**src/rtl/mul_share_arbiter.sv**
```systemverilog
// mul_share_arbiter: two requesters share one 16x16 multiplier through an IDLE/MUL/RESP FSM.
// Optional feature: define MUL_ARB_RR_EN for round-robin arbitration (default is fixed priority, requester 0 wins).

// mul16: exact combinational 16x16 unsigned multiplier
module mul16 (
    input  logic [15:0] a,
    input  logic [15:0] b,
    output logic [31:0] p
);
    assign p = 32'(a) * 32'(b);
endmodule

module mul_share_arbiter #(
    parameter int CNT_W = 16
) (
    input  logic             clk,
    input  logic             rst_n,
    input  logic             req0_valid,
    input  logic [15:0]      req0_a,
    input  logic [15:0]      req0_b,
    output logic             req0_ready,
    input  logic             req1_valid,
    input  logic [15:0]      req1_a,
    input  logic [15:0]      req1_b,
    output logic             req1_ready,
    output logic             rsp0_valid,
    output logic [31:0]      rsp0_p,
    input  logic             rsp0_ready,
    output logic             rsp1_valid,
    output logic [31:0]      rsp1_p,
    input  logic             rsp1_ready,
    output logic             busy,
    output logic [CNT_W-1:0] grant_cnt0,
    output logic [CNT_W-1:0] grant_cnt1
);
    typedef enum logic [1:0] {IDLE, MUL, RESP} state_t;

    state_t           state_q, state_d;
    logic [15:0]      op_a_q, op_a_d, op_b_q, op_b_d;
    logic [31:0]      res_q, res_d, prod;
    logic             owner_q, owner_d;
    logic [CNT_W-1:0] cnt0_q, cnt0_d, cnt1_q, cnt1_d;
    logic             idle, gnt0, gnt1, grant;

    mul16 u_mul (.a(op_a_q), .b(op_b_q), .p(prod));

    assign idle = (state_q == IDLE);

`ifdef MUL_ARB_RR_EN
    logic ptr_q, ptr_d;

    // requester 1 wins when alone or when the pointer gives it priority
    always_comb begin
        gnt1  = req1_valid & (~req0_valid | ptr_q);
        gnt0  = req0_valid & ~gnt1;
        ptr_d = (idle & (gnt0 | gnt1)) ? ~gnt1 : ptr_q;
    end

    // round-robin pointer, requester 0 first after reset
    always_ff @(posedge clk or negedge rst_n) begin
        if (!rst_n) ptr_q <= 1'b0;
        else        ptr_q <= ptr_d;
    end
`else
    // fixed priority: requester 0 always wins
    always_comb begin
        gnt0 = req0_valid;
        gnt1 = req1_valid & ~req0_valid;
    end
`endif

    assign grant = idle & (gnt0 | gnt1);

    // readies are gated by rst_n so they read 0 while reset is held
    assign req0_ready = rst_n & idle & gnt0;
    assign req1_ready = rst_n & idle & gnt1;
    assign rsp0_valid = (state_q == RESP) & ~owner_q;
    assign rsp1_valid = (state_q == RESP) & owner_q;
    assign rsp0_p     = res_q;
    assign rsp1_p     = res_q;
    assign busy       = ~idle;
    assign grant_cnt0 = cnt0_q;
    assign grant_cnt1 = cnt1_q;

    // next-state: capture operands on grant, product in MUL, wait for owner's rsp_ready in RESP
    always_comb begin
        state_d = state_q;
        op_a_d  = op_a_q;
        op_b_d  = op_b_q;
        res_d   = res_q;
        owner_d = owner_q;
        cnt0_d  = (idle & gnt0 & ~&cnt0_q) ? cnt0_q + 1'b1 : cnt0_q;
        cnt1_d  = (idle & gnt1 & ~&cnt1_q) ? cnt1_q + 1'b1 : cnt1_q;
        if (grant) begin
            state_d = MUL;
            op_a_d  = gnt1 ? req1_a : req0_a;
            op_b_d  = gnt1 ? req1_b : req0_b;
            owner_d = gnt1;
        end else if (state_q == MUL) begin
            state_d = RESP;
            res_d   = prod;
        end else if (state_q == RESP && (owner_q ? rsp1_ready : rsp0_ready)) begin
            state_d = IDLE;
        end
    end

    // state and datapath registers, cleared asynchronously
    always_ff @(posedge clk or negedge rst_n) begin
        if (!rst_n) begin
            state_q <= IDLE;
            op_a_q  <= '0;
            op_b_q  <= '0;
            res_q   <= '0;
            owner_q <= 1'b0;
            cnt0_q  <= '0;
            cnt1_q  <= '0;
        end else begin
            state_q <= state_d;
            op_a_q  <= op_a_d;
            op_b_q  <= op_b_d;
            res_q   <= res_d;
            owner_q <= owner_d;
            cnt0_q  <= cnt0_d;
            cnt1_q  <= cnt1_d;
        end
    end
endmodule

```
**config.mk**
```make
export PLATFORM = sky130hd
export DESIGN_NAME = mul_share_arbiter
export DESIGN_NICKNAME = d
export VERILOG_FILES = /design/src/rtl/mul_share_arbiter.sv
export SDC_FILE = /design/constraint.sdc
export NUM_CORES = 1
export LEC_CHECK = 0
export BUFFER_PORTS_ARGS = -buffer_cell sky130_fd_sc_hd__buf_2
export CAP_MARGIN = 20
export CORE_ASPECT_RATIO = 1.1
export CORE_UTILIZATION = 40
export CTS_BUF_LIST = sky130_fd_sc_hd__clkbuf_2 sky130_fd_sc_hd__clkbuf_4 sky130_fd_sc_hd__clkbuf_8
export DETAILED_ROUTE_END_ITERATION = 12
export SLEW_MARGIN = 20
export SYNTH_ARGS = -nofsm -noshare
export SYNTH_HDL_FRONTEND = slang
export SYNTH_SLANG_ARGS = --single-unit
export TNS_END_PERCENT = 1
```
**constraint.sdc**
```tcl
create_clock -name clk -period 18.4 [get_ports clk]
set_clock_uncertainty 0.1 [all_clocks]
set_input_delay 3.68 -clock clk [delete_from_list [all_inputs] [get_ports clk]]
set_output_delay 3.68 -clock clk [all_outputs]
set_load 0.02 [all_outputs]
```
==> impl_metrics.csv, run 1 <==
group,metric,value,unit
outcome,status,"complete, no violations",
cts,cts_sinks,99,
yosys,ys_types,60,
cts,clock_latency,0.42,ns
yosys,syn_inst,1423,
floorplan,fp.dieW,174.1,um
yosys,yosysSeqAreaShare,19.02,%
global_route,grt_start_max_net_pins,66,
route,drt_wl_total,30.69,mm
cts,cts_tree,"built",
global_route,grt_pass1_wl,50.07,mm
route,ant_nets,0,
route,dr.pass1.iters,5,
floorplan,ioPinCount,171,
final_layout,multi_input_area,0.009225,mm2
yosys,synthFlopType,"dfrtp_1",
global_route,track_usage,19.26,%
cts,clk_path_buf_depth,2,
yosys,netlist_area,0.01303,mm2
timing,hold_viol,0,
timing,worst_pin_slew,1.003,ns
critical_path,r2r_start,"op_a_q[12]$_DFFE_PN0P_",
route,wl_met1,12.53,mm
cts,clk_pin_slew,0.12,ns
final_layout,area_growth,9.076,%
route,post-route-drc-count,0,
final_layout,drive_gt1_share,14.09,%
timing,slew_headroom,33.11,%
final_layout,diodes,0,
timing,finalCritPeriodShare,46.44,%
timing,slew_viol_final,0,
yosys,synthArstFlopShare,100.0,%
timing,setup_viol,0,
cts,postCtsHoldBufs,0,
hold_path,holdCritStartpoint,"rsp0_p[8]$_DFFE_PN0P_",
yosys,ys.warnings.count,0,
route,drt_iter0_drc,411,
yosys,avgSynthCellArea,9.155,um2
route,viasPerCell,5.017,
timing,fin_tns_setup,0,ns
placed_design,place.gp.congestion,0.8289,
route,wl_per_cell,15.83,um
critical_path,crit_type,"input port to primary output",
floorplan,rows,68,
critical_path,reg2regPathDepth,18,
cts,ctsRootBufferMaster,"clkbuf_8",
cts,cts_buffers,9,
placed_design,port_buffers,170,
final_layout,fillers,3150,
critical_path,endpoint_kind,"primary output",
yosys,ys_ff_latch,99,
route,wl_met3,1.018,mm
final_layout,fin_area,0.01421,mm2
floorplan,dieHeight,191.3,um
global_route,grt_pass1_vias,9710,
critical_path,required,14.62,ns
cts,cts_resized,0,
critical_path,cp-start-kind,"input port",
critical_path,cp.arrival,4.76,ns
critical_path,r2r_end,"rsp0_p[28]$_DFFE_PN0P_",
cts,cts_setup_buffers,0,
final_layout,nNetsFinal,1884,
timing,rsz0062_at_grt,"no",
floorplan,initial_core_util,41.05,%
route,met2_length,16.54,mm
global_route,antenna_found_initial,0,
hold_path,hold_class,"flip-flop to flip-flop",
hold_path,min_to,"rsp0_p[8]$_DFFE_PN0P_",
timing,period_needed,8.545,ns
cts,cts_max_level,3,
yosys,synth_edf_count,0,
critical_path,crit_fanout,34,
timing,fmax,117.0,MHz
final_layout,regArea,0.002477,mm2
floorplan,die_area,0.03330,mm2
global_route,overflow,0,
placed_design,hpwlAfterDp,23.56,mm
yosys,synth_nets,1793,
floorplan,coreArea,0.03174,mm2
placed_design,postPlaceCellArea,0.01399,mm2
critical_path,reg2reg_slack,11.84,ns
route,num_vias,9728,
route,top_layer,"met4",
hold_path,hold_depth,2,
run,maxCapViolCount,0,
[layer usage]
layer	track usage (%)	up-vias
li1	-	4564
met1	23.56	4933
met2	35.55	194
met3	1.989	37
met4	5.837	0
met5	0	-
[cell type report]
cell class | instances | area share, %
Clock inverter | 7 | 0.7044
Sequential cell | 99 | 17.43
Clock buffer | 9 | 0.8717
Inverter | 231 | 6.102
Tap cell | 420 | 3.698
Multi-Input combinational cell | 998 | 64.92
Timing Repair Buffer | 175 | 6.269
[worst max-delay path, cell delays in order]
cell and delay (ns):
buf_2 0.13, nor2b_4 0.14, buf_4 0.43, and3_1 0.23, buf_2 0.16
[sequential cells by signal, summed over array words and instances, names as in the netlist]
signal,count
state_q,2
grant_cnt0,16
op_b_q,16
grant_cnt1,16
op_a_q,16
rsp0_p,32
owner_q,1
[worst max path at each step]
stage / start / cells past startpoint / endpoint
detailed placement: req1_valid / 5 / req1_ready
global placement: req1_valid / 5 / req1_ready
global route: req1_valid / 5 / req1_ready
finish: req1_valid / 5 / req1_ready
floorplan: req1_valid / 4 / req1_ready
CTS: req0_valid / 5 / req1_ready
[metrics by stage]
| stage | instances | utilization, % | hold slack, ns | worst slack [ns] |
|---|---|---|---|---|
| final | 1939 | 44.78 | 0.3933 | 9.855 |
| after global routing | 1939 | 44.78 | 0.4181 | 9.770 |
| after CTS | 1939 | 44.78 | 0.3985 | 9.826 |
| after detailed placement | 1923 | 44.07 | 0.3755 | 9.827 |
| after global placement | 1923 | 44.07 | 0.3629 | 9.835 |
| after floorplan | 1423 | - | 0.4153 | 9.784 |
[cells by family after synthesis]
family | Yosys count | synth area share [%]
xor gates and xnor gates | 55 | 3.698
muxes | 37 | 2.910
AOI/OAI and AO/OA | 140 | 6.877
adders and majority gates | 300 | 39.99
DFF | 99 | 19.02
buffers and inverters | 326 | 10.33
and+or+nand+nor | 466 | 17.17
[cell usage in the layout (no fill, tap or decap), types with 3 or more instances in the layout]
| cell type | n |
|---|---|
| nand2_1 | 246 |
| mux2i_1 | 33 |
| nor2_1 | 25 |
| a221oi_1 | 3 |
| nor3_1 | 8 |
| o21a_1 | 3 |
| buf_2 | 169 |
| inv_6 | 3 |
| dfrtp_1 | 99 |
| or3_1 | 3 |
| mux2_2 | 3 |
| nor2b_1 | 3 |
| inv_1 | 231 |
| nand4_1 | 18 |
| buf_4 | 6 |
| o21ai_0 | 64 |
| a21oi_1 | 29 |
| and2_1 | 123 |
| clkbuf_8 | 9 |
| xnor2_1 | 28 |
| nand2b_1 | 3 |
| and3_1 | 8 |
| ha_1 | 106 |
| fa_1 | 194 |
| o21bai_1 | 4 |
| xor2_1 | 27 |
| a21o_1 | 13 |
| nand3_1 | 13 |
[cell usage after synthesis (all sizes together), types with 2 or more instances]
cell type | instances | area share, %
a21o | 13 | 0.75
a21oi | 29 | 1.1
a221o | 2 | 0.16
a221oi | 4 | 0.40
a31o | 2 | 0.13
a31oi | 3 | 0.37
and2 | 123 | 5.9
and3 | 9 | 0.44
and4 | 3 | 0.23
buf | 36 | 2.0
clkbuf | 59 | 1.7
dfrtp | 99 | 19
fa | 194 | 30
ha | 106 | 10
inv | 231 | 6.7
mux2 | 4 | 0.37
mux2i | 33 | 2.5
nand2 | 246 | 7.1
nand2b | 5 | 0.26
nand3 | 13 | 0.50
nand4 | 19 | 0.96
nor2 | 26 | 0.77
nor2b | 4 | 0.19
nor3 | 8 | 0.31
nor4 | 2 | 0.096
o21a | 3 | 0.17
o21ai | 67 | 2.6
o21bai | 4 | 0.23
o221ai | 2 | 0.13
o31ai | 2 | 0.12
or2 | 2 | 0.096
or3 | 3 | 0.14
xnor2 | 28 | 1.9
xor2 | 27 | 1.8
Power of run 1 is left out: the tool's default activity adds up to more than one toggle a clock period on the data nets, which glitch-free logic cannot reach.
==> inputs of run 2 (changes only) <==
clock period = 7.83 ns   (was 18.4 ns; I/O delays follow)
==> impl_metrics.csv, run 2 (synthesis gave the netlist of run 1 again) <==
group,metric,value,unit
outcome,status,"complete, no violations",
placed_design,hpwlAfterDp,23.96,mm
final_layout,layout_common_cells,"nand2_1, inv_1, fa_1, buf_2, and2_1",
final_layout,drive_gt1_share,14.20,%
critical_path,cp-start-kind,"flip-flop",
route,post-route-drc-count,0,
placed_design,place.gp.congestion,0.8508,
final_layout,largest_reg_flops,32,
floorplan,initial_core_util,41.05,%
route,viasPerCell,5.006,
cts,cts_tree,"built",
timing,slew_viol_final,0,
critical_path,crit_type,"flip-flop to flip-flop",
global_route,grt_pass1_wl,50.23,mm
timing,setup_slack,1.283,ns
cts,cts_max_level,3,
timing,worst_pin_slew,0.8374,ns
floorplan,coreArea,0.03174,mm2
final_layout,area_growth,9.085,%
global_route,antenna_found_initial,0,
timing,fin_tns_setup,0,ns
cts,clk_path_buf_depth,2,
global_route,grt_start_max_net_pins,68,
cts,clock_latency,0.41,ns
hold_path,hold_class,"flip-flop to flip-flop",
cts,cts_resized,0,
placed_design,port_buffers,170,
critical_path,endpoint_kind,"flip-flop",
global_route,overflow,0,
floorplan,rows,68,
timing,hold_viol,0,
final_layout,diodes,0,
cts,postCtsHoldBufs,0,
final_layout,final_common_cell,"nand2_1",
timing,period_needed,6.547,ns
placed_design,dp_cells,1925,
placed_design,post-place-ws,1.325,ns
global_route,grt_pass1_vias,9840,
cts,clk_pin_slew,0.11,ns
floorplan,die_area,0.03330,mm2
final_layout,finalNonFillerCells,1941,
route,num_vias,9716,
final_layout,nNetsFinal,1886,
floorplan,fp.dieW,174.1,um
critical_path,crit_fanout,17,
route,ant_nets,0,
route,wl_per_cell,15.88,um
timing,rsz0062_at_grt,"no",
critical_path,cp.arrival,6.74,ns
cts,ctsRootBufferMaster,"clkbuf_8",
floorplan,dieHeight,191.3,um
timing,fmax,152.7,MHz
global_route,track_usage,19.24,%
timing,finalCritPeriodShare,83.62,%
route,drt_iter0_drc,343,
critical_path,required,8.02,ns
cts,cts_buffers,9,
timing,slew_headroom,44.18,%
cts,cts_setup_buffers,0,
run,maxCapViolCount,0,
route,drt_wl_total,30.83,mm
critical_path,reg2reg_slack,1.28,ns
timing,setup_viol,0,
cts,cts_sinks,99,
route,dr.pass1.iters,4,
floorplan,ioPinCount,171,
[run 2: final timing paths]
path	startpoint	to	depth (start not counted)
max	op_a_q[7]$_DFFE_PN0P_	rsp0_p[28]$_DFFE_PN0P_	20
min	rsp0_p[8]$_DFFE_PN0P_	rsp0_p[8]$_DFFE_PN0P_	2
max reg2reg	op_a_q[7]$_DFFE_PN0P_	rsp0_p[28]$_DFFE_PN0P_	20
min reg2reg	rsp0_p[8]$_DFFE_PN0P_	rsp0_p[8]$_DFFE_PN0P_	2
max in group asynchronous	rst_n	op_b_q[11]$_DFFE_PN0P_	2
min in group asynchronous	rst_n	rsp0_p[4]$_DFFE_PN0P_	1
[run 2: metrics by stage]
stage / hold slack [ns] / util, % / area, um2
finish: 0.3968 / 44.78 / 14210
global route: 0.4135 / 44.78 / 14210
CTS: 0.4001 / 44.78 / 14210
detailed placement: 0.3787 / 44.12 / 14000
global placement: 0.3631 / 44.12 / 14000
floorplan: 0.4153 / - / 13030
[run 2: layer usage]
metal / track usage (%) / wire length, um
met1: 23.09 / 12520
met2: 35.31 / 16440
met3: 2.148 / 1020
met4: 7.152 / 856
met5: 0 / 0
[run 2: final cells by class]
type	instances	area (um2)
Clock buffer	9	123.9
Clock inverter	7	86.33
Fill cell	3172	17520
Inverter	231	867.1
Multi-Input combinational cell	998	9225
Sequential cell	99	2477
Tap cell	420	525.5
Timing Repair Buffer	177	905.9
[run 2: critical path, cell delays in order, from the launching register on]
cell	delay [ns]
dfrtp_1	0.84
nand2_1	0.18
fa_1	0.57
inv_1	0.05
fa_1	0.50
inv_1	0.07
fa_1	0.54
inv_1	0.05
fa_1	0.44
fa_1	0.49
inv_1	0.05
fa_1	0.47
inv_1	0.04
ha_1	0.34
and2_1	0.25
and3_1	0.21
a221oi_1	0.43
nor4_1	0.11
a221oi_1	0.46
or3_1	0.18
nand4_1	0.08
Power of run 2 is left out for the same reason.
